==> src/rtl/shared_reg_arbiter.sv <==
// Round-robin arbiter that serialises N requesters' load/set/clear/hold operations
// onto one shared W-bit register. Each grant lasts one cycle; the write and ack land at its end.
module shared_reg_arbiter #(
  parameter int N = 4,
  parameter int W = 8,
  localparam int IW = (N > 1) ? $clog2(N) : 1
) (
  input  logic              clk,
  input  logic              reset,
  input  logic [N-1:0]      req,
  input  logic [2*N-1:0]    op,
  input  logic [W*N-1:0]    wdata,
  output logic [W-1:0]      q,
  output logic [N-1:0]      gnt,
  output logic [N-1:0]      ack,
  output logic [IW-1:0]     owner,
  output logic              busy
);

  typedef enum logic {
    IDLE  = 1'b0,
    GRANT = 1'b1
  } state_e;

  localparam logic [IW-1:0] LAST_IDX = IW'(N - 1);

  state_e          state_q, state_d;
  logic [IW-1:0]   rrPtr_q, rrPtr_d;
  logic [IW-1:0]   owner_q, owner_d;
  logic [N-1:0]    gnt_q, gnt_d;
  logic [N-1:0]    ack_q, ack_d;
  logic [W-1:0]    regVal_q, regVal_d;
  logic [W-1:0]    dataR_q, dataR_d;
  logic [1:0]      opR_q, opR_d;

  logic [N-1:0]    eff;
  logic [IW-1:0]   sel;
  logic [IW-1:0]   cand;
  logic            selValid;

  // The requester being acknowledged right now is masked so a held req cannot win twice in a row.
  assign eff = req & ~ack_q;

  // Scan downward in distance so the closest set bit after rrPtr_q is the last one written.
  always_comb begin
    sel      = '0;
    cand     = '0;
    selValid = 1'b0;
    for (int k = N; k >= 1; k--) begin
      cand = IW'((int'(rrPtr_q) + k) % N);
      if (eff[cand]) begin
        sel      = cand;
        selValid = 1'b1;
      end
    end
  end

  always_comb begin
    state_d  = state_q;
    rrPtr_d  = rrPtr_q;
    owner_d  = owner_q;
    gnt_d    = '0;
    ack_d    = '0;
    regVal_d = regVal_q;
    opR_d    = opR_q;
    dataR_d  = dataR_q;
    case (state_q)
      IDLE: begin
        if (selValid) begin
          state_d    = GRANT;
          gnt_d[sel] = 1'b1;
          owner_d    = sel;
          opR_d      = op[2*int'(sel) +: 2];
          dataR_d    = wdata[W*int'(sel) +: W];
        end
      end
      GRANT: begin
        // A dropped request aborts without moving the pointer, so that requester keeps its turn.
        state_d = IDLE;
        if (req[owner_q]) begin
          ack_d[owner_q] = 1'b1;
          rrPtr_d        = owner_q;
          case (opR_q)
            2'b00:   regVal_d = dataR_q;
            2'b01:   regVal_d = '1;
            2'b10:   regVal_d = '0;
            default: regVal_d = regVal_q;
          endcase
        end
      end
      default: state_d = IDLE;
    endcase
  end

  always_ff @(posedge clk or posedge reset) begin
    if (reset) begin
      state_q  <= IDLE;
      rrPtr_q  <= LAST_IDX;
      owner_q  <= '0;
      gnt_q    <= '0;
      ack_q    <= '0;
      regVal_q <= '0;
      opR_q    <= '0;
      dataR_q  <= '0;
    end else begin
      state_q  <= state_d;
      rrPtr_q  <= rrPtr_d;
      owner_q  <= owner_d;
      gnt_q    <= gnt_d;
      ack_q    <= ack_d;
      regVal_q <= regVal_d;
      opR_q    <= opR_d;
      dataR_q  <= dataR_d;
    end
  end

  assign q     = regVal_q;
  assign gnt   = gnt_q;
  assign ack   = ack_q;
  assign owner = owner_q;
  assign busy  = (state_q == GRANT);

endmodule

==> config.mk <==
export PLATFORM = sky130hd
export DESIGN_NAME = shared_reg_arbiter
export DESIGN_NICKNAME = d
export VERILOG_FILES = /design/src/rtl/shared_reg_arbiter.sv
export SDC_FILE = /design/constraint.sdc
export NUM_CORES = 1
export LEC_CHECK = 0
export BUFFER_PORTS_ARGS = -buffer_cell sky130_fd_sc_hd__buf_4
export CAP_MARGIN = 20
export CORE_MARGIN = 2
export CORE_UTILIZATION = 45
export CTS_CLUSTER_DIAMETER = 30
export DETAILED_ROUTE_END_ITERATION = 10
export GPL_TIMING_DRIVEN = 0
export PLACE_DENSITY = 0.82
export SYNTH_ARGS = -nofsm -noshare
export SYNTH_HDL_FRONTEND = slang
export SYNTH_SLANG_ARGS = --single-unit
==> constraint.sdc <==
create_clock -name clk -period 1.75 [get_ports clk]
set_clock_uncertainty 0.1 [all_clocks]
set_input_delay 0.4375 -clock clk [delete_from_list [all_inputs] [get_ports clk]]
set_output_delay 0.4375 -clock clk [all_outputs]
set_load 0.01 [all_outputs]
==> reports/qor.csv <==
metric,value,unit
status,"complete, but fails checks",
violated checks,setup timing,
# DRC,0,
cts hold-fix bufs,0,
clock-pin slew on the worst setup and hold paths,0.06,ns
Peak VDD IR,1060,uV
core area,3970,um^2
Final setup viols,13,
buffers added on ports,64,
die area,4620,um^2
Top Ports,65,
RSZ-0062 raised after global routing,yes,
DP Worst Slack,-0.358,ns
Via Count,1708,
DRT antenna net count,0,
grt total ovfl,0,
synth warn,0,
Clock Root Buffer,clkbuf_8,
Placer Congestion,0.824,
Final nets,300,
Slew Limit Fails,0,
min Tclk post-route,1.93,ns
Worst-Skew Late Latency,0.28,ns
synth unique cells,41,
Post-Syn Instances,172,
crit path kind,reg2reg,
critical path depth,6,
"most common cell after layout, fill and taps aside",buf_4,
sw power,2.27,mW
Clock Power Share,0.105,
CTS sink cnt,31,
DRT Pass-1 Iters,4,
Clock Tree Buf Depth,2,
CTS tree,done,
initial antenna violation count,0,
ys flop type,dfrtp_1,
Achievable Freq,517,MHz
Total Routing Usage GR,0.225,
Avg WL per Cell,18.0,um
Post-synth EDFFs,0,
H-tree Lvls,2,
WP buf/inv,1,
die width,68.0,um
Comb power frac,0.640,
FP Rows,23,
total wire length,5430,um
die span in y,68.0,um
Syn Area/Cell,10.7,um^2
Slew @ Worst Pin,0.527,ns
WP data arrival,1.99,ns
Placed Cells,287,
internal power,3.06,mW
clock buffer count from CTS,5,
Pwr Density,1860,nW/um^2
"Async S/R FF share, synth",1.00,
Yosys reg bits,31,
hpwl dp,3540,um
first-pass GRT wire length,7570,um
critical-path cell list,"and2b_2, o311a_4, o32a_4, buf_12, a311oi_2, o31ai_2",
slowest CP cell,dfrtp_1,
vias in the first global route,1600,
P&R area growth vs syn,55.4,%
final std cells w/o fill,302,
largest net degree at the start of global routing,23,
vias per std cell,5.66,
worst r2r path cells,6,
Final Cycle Share,1.11,
final core utilization,0.721,
Critical Path Source Type,flop,
max cap viols,0,
"commonest non-fill, non-tap cells in the layout","buf_4 (72), dfrtp_1 (28), a21oi_1 (16), a21boi_0 (15), nand2_1 (14)",
"Worst Setup Slack, final",-0.185,ns
Hold Crit Class,in2async,
Sum Neg Setup Slack,-1.79,ns
CP Capture Type,flop,
Reg power frac,0.254,
sw frac,0.426,
ant diodes,0,
syn nets,220,
post-synth design cell area,1840,um^2
required time of the critical path,1.80,ns
Initial Util,0.464,
Crit Path Max Fanout,8,
Fin. Hold Viols,0,
relative slew slack,0.645,
initial drt markers,47,
layout cells sized above 1,0.579,
register area share after synthesis,0.423,
CP max stage delay,0.35,ns
Lkg Pwr,1.27,nW
CP top delay family,compound AO/OA/AOI/OAI gates,
-- per-stage QoR --
step	hold WS [ns]	power (mW)	area (um^2)
after global placement	0.375	3.80	2390
after CTS	0.0807	4.81	2680
after floorplan	0.349	3.09	1840
after detailed placement	0.379	3.89	2410
after global routing	0.105	5.64	2860
final	0.0653	5.33	2860
-- metal layers --
metal  wire length (um)  vias to the layer above  share of wire  GRT usage
li1                   -                      807              -          -
met1               2200                      851           0.41      0.267
met2               2970                       43           0.55      0.402
met3                174                        7          0.032     0.0510
met4                 82                        0          0.015     0.0725
met5                  0                        -              0          0
-- registers in the layout, summed over array words and instances, names as in the netlist --
| register | flops |
|---|---|
| dataR_q | 8 |
| q | 8 |
| ack | 4 |
| gnt | 4 |
| opR_q | 2 |
| owner | 2 |
| rrPtr_q | 2 |
| busy | 1 |
-- final cells by class --
| cell class | instances | area [um^2] |
|---|---|---|
| Clock inverter | 1 | 5.00 |
| Multi-Input combinational cell | 121 | 1150 |
| Sequential cell | 31 | 779 |
| Tap cell | 50 | 62.6 |
| Buffer | 14 | 165 |
| Timing Repair Buffer | 74 | 596 |
| Fill cell | 281 | 1110 |
| Clock buffer | 6 | 82.6 |
| Inverter | 5 | 18.8 |
-- cells by family (layout without fill, tap and decap cells) --
family,Yosys count,after routing,share of synthesized area
AND/OR/NAND/NOR,44,44,0.118
buffers and inverters,20,100,0.0639
adder cells (fa/ha/maj),2,2,0.0136
AO/OA/AOI/OAI,70,70,0.344
flip-flops,31,31,0.423
multiplexers,5,5,0.0374
-- worst reg2reg max path, delay by kind of cell (launching register included) --
kind	cells	cell delay [ns]
AND/OR/NAND/NOR	1	0.27
flip-flops	1	0.35
buffers and inverters	1	0.17
AO/OA/AOI/OAI	4	0.92
-- Yosys cell counts, types with 2 or more instances --
master    count  share of area
dfrtp_1      29           0.39
a21boi_0     16          0.065
a21oi_1      16          0.043
nand2_1      16          0.033
nor2_1       15          0.031
a311oi_1     11          0.052
o31ai_2       8          0.054
a311oi_2      7          0.057
buf_4         6          0.024
inv_1         5          0.010
buf_2         4          0.011
a21boi_1      2         0.0081
buf_1         2         0.0041
buf_6         2          0.012
dfstp_2       2          0.029
ha_1          2          0.014
mux2_2        2          0.012
mux2i_1       2          0.011
nor2b_1       2         0.0068
nor3b_1       2         0.0081
-- worst paths after layout --
check                                       startpoint                endpoint  slack [ns]
max in group asynchronous                        reset  rrPtr_q[0]$_DFFE_PP1P_        0.94
worst max-delay path                  ack[0]$_DFF_PP0_  dataR_q[3]$_DFFE_PP0P_       -0.18
min in group clk                                 op[0]    opR_q[0]$_DFFE_PP0P_        0.36
worst min-delay path                             reset        gnt[2]$_DFF_PP0_        0.07
worst max register to register        ack[0]$_DFF_PP0_  dataR_q[3]$_DFFE_PP0P_       -0.18
worst min register to register  dataR_q[2]$_DFFE_PP0P_  dataR_q[2]$_DFFE_PP0P_        0.41
-- power groups by stage --
stage | clock (mW) | combinational [mW] | sequential [mW]
after CTS | 0.564 | 2.91 | 1.34
after global placement | 0 | 2.47 | 1.33
after detailed placement | 0 | 2.53 | 1.35
after global routing | 0.598 | 3.64 | 1.39
final | 0.562 | 3.41 | 1.35
after floorplan | 0 | 1.71 | 1.38
-- repair_timing --
item,4_1_cts,5_1_grt
gates cloned,0,1
endpoints found under the setup margin,25,24
pin swaps,4,4
setup buffers,5,3
gates resized for setup,27,32
Note: power is estimated with default switching activity, not from simulation.
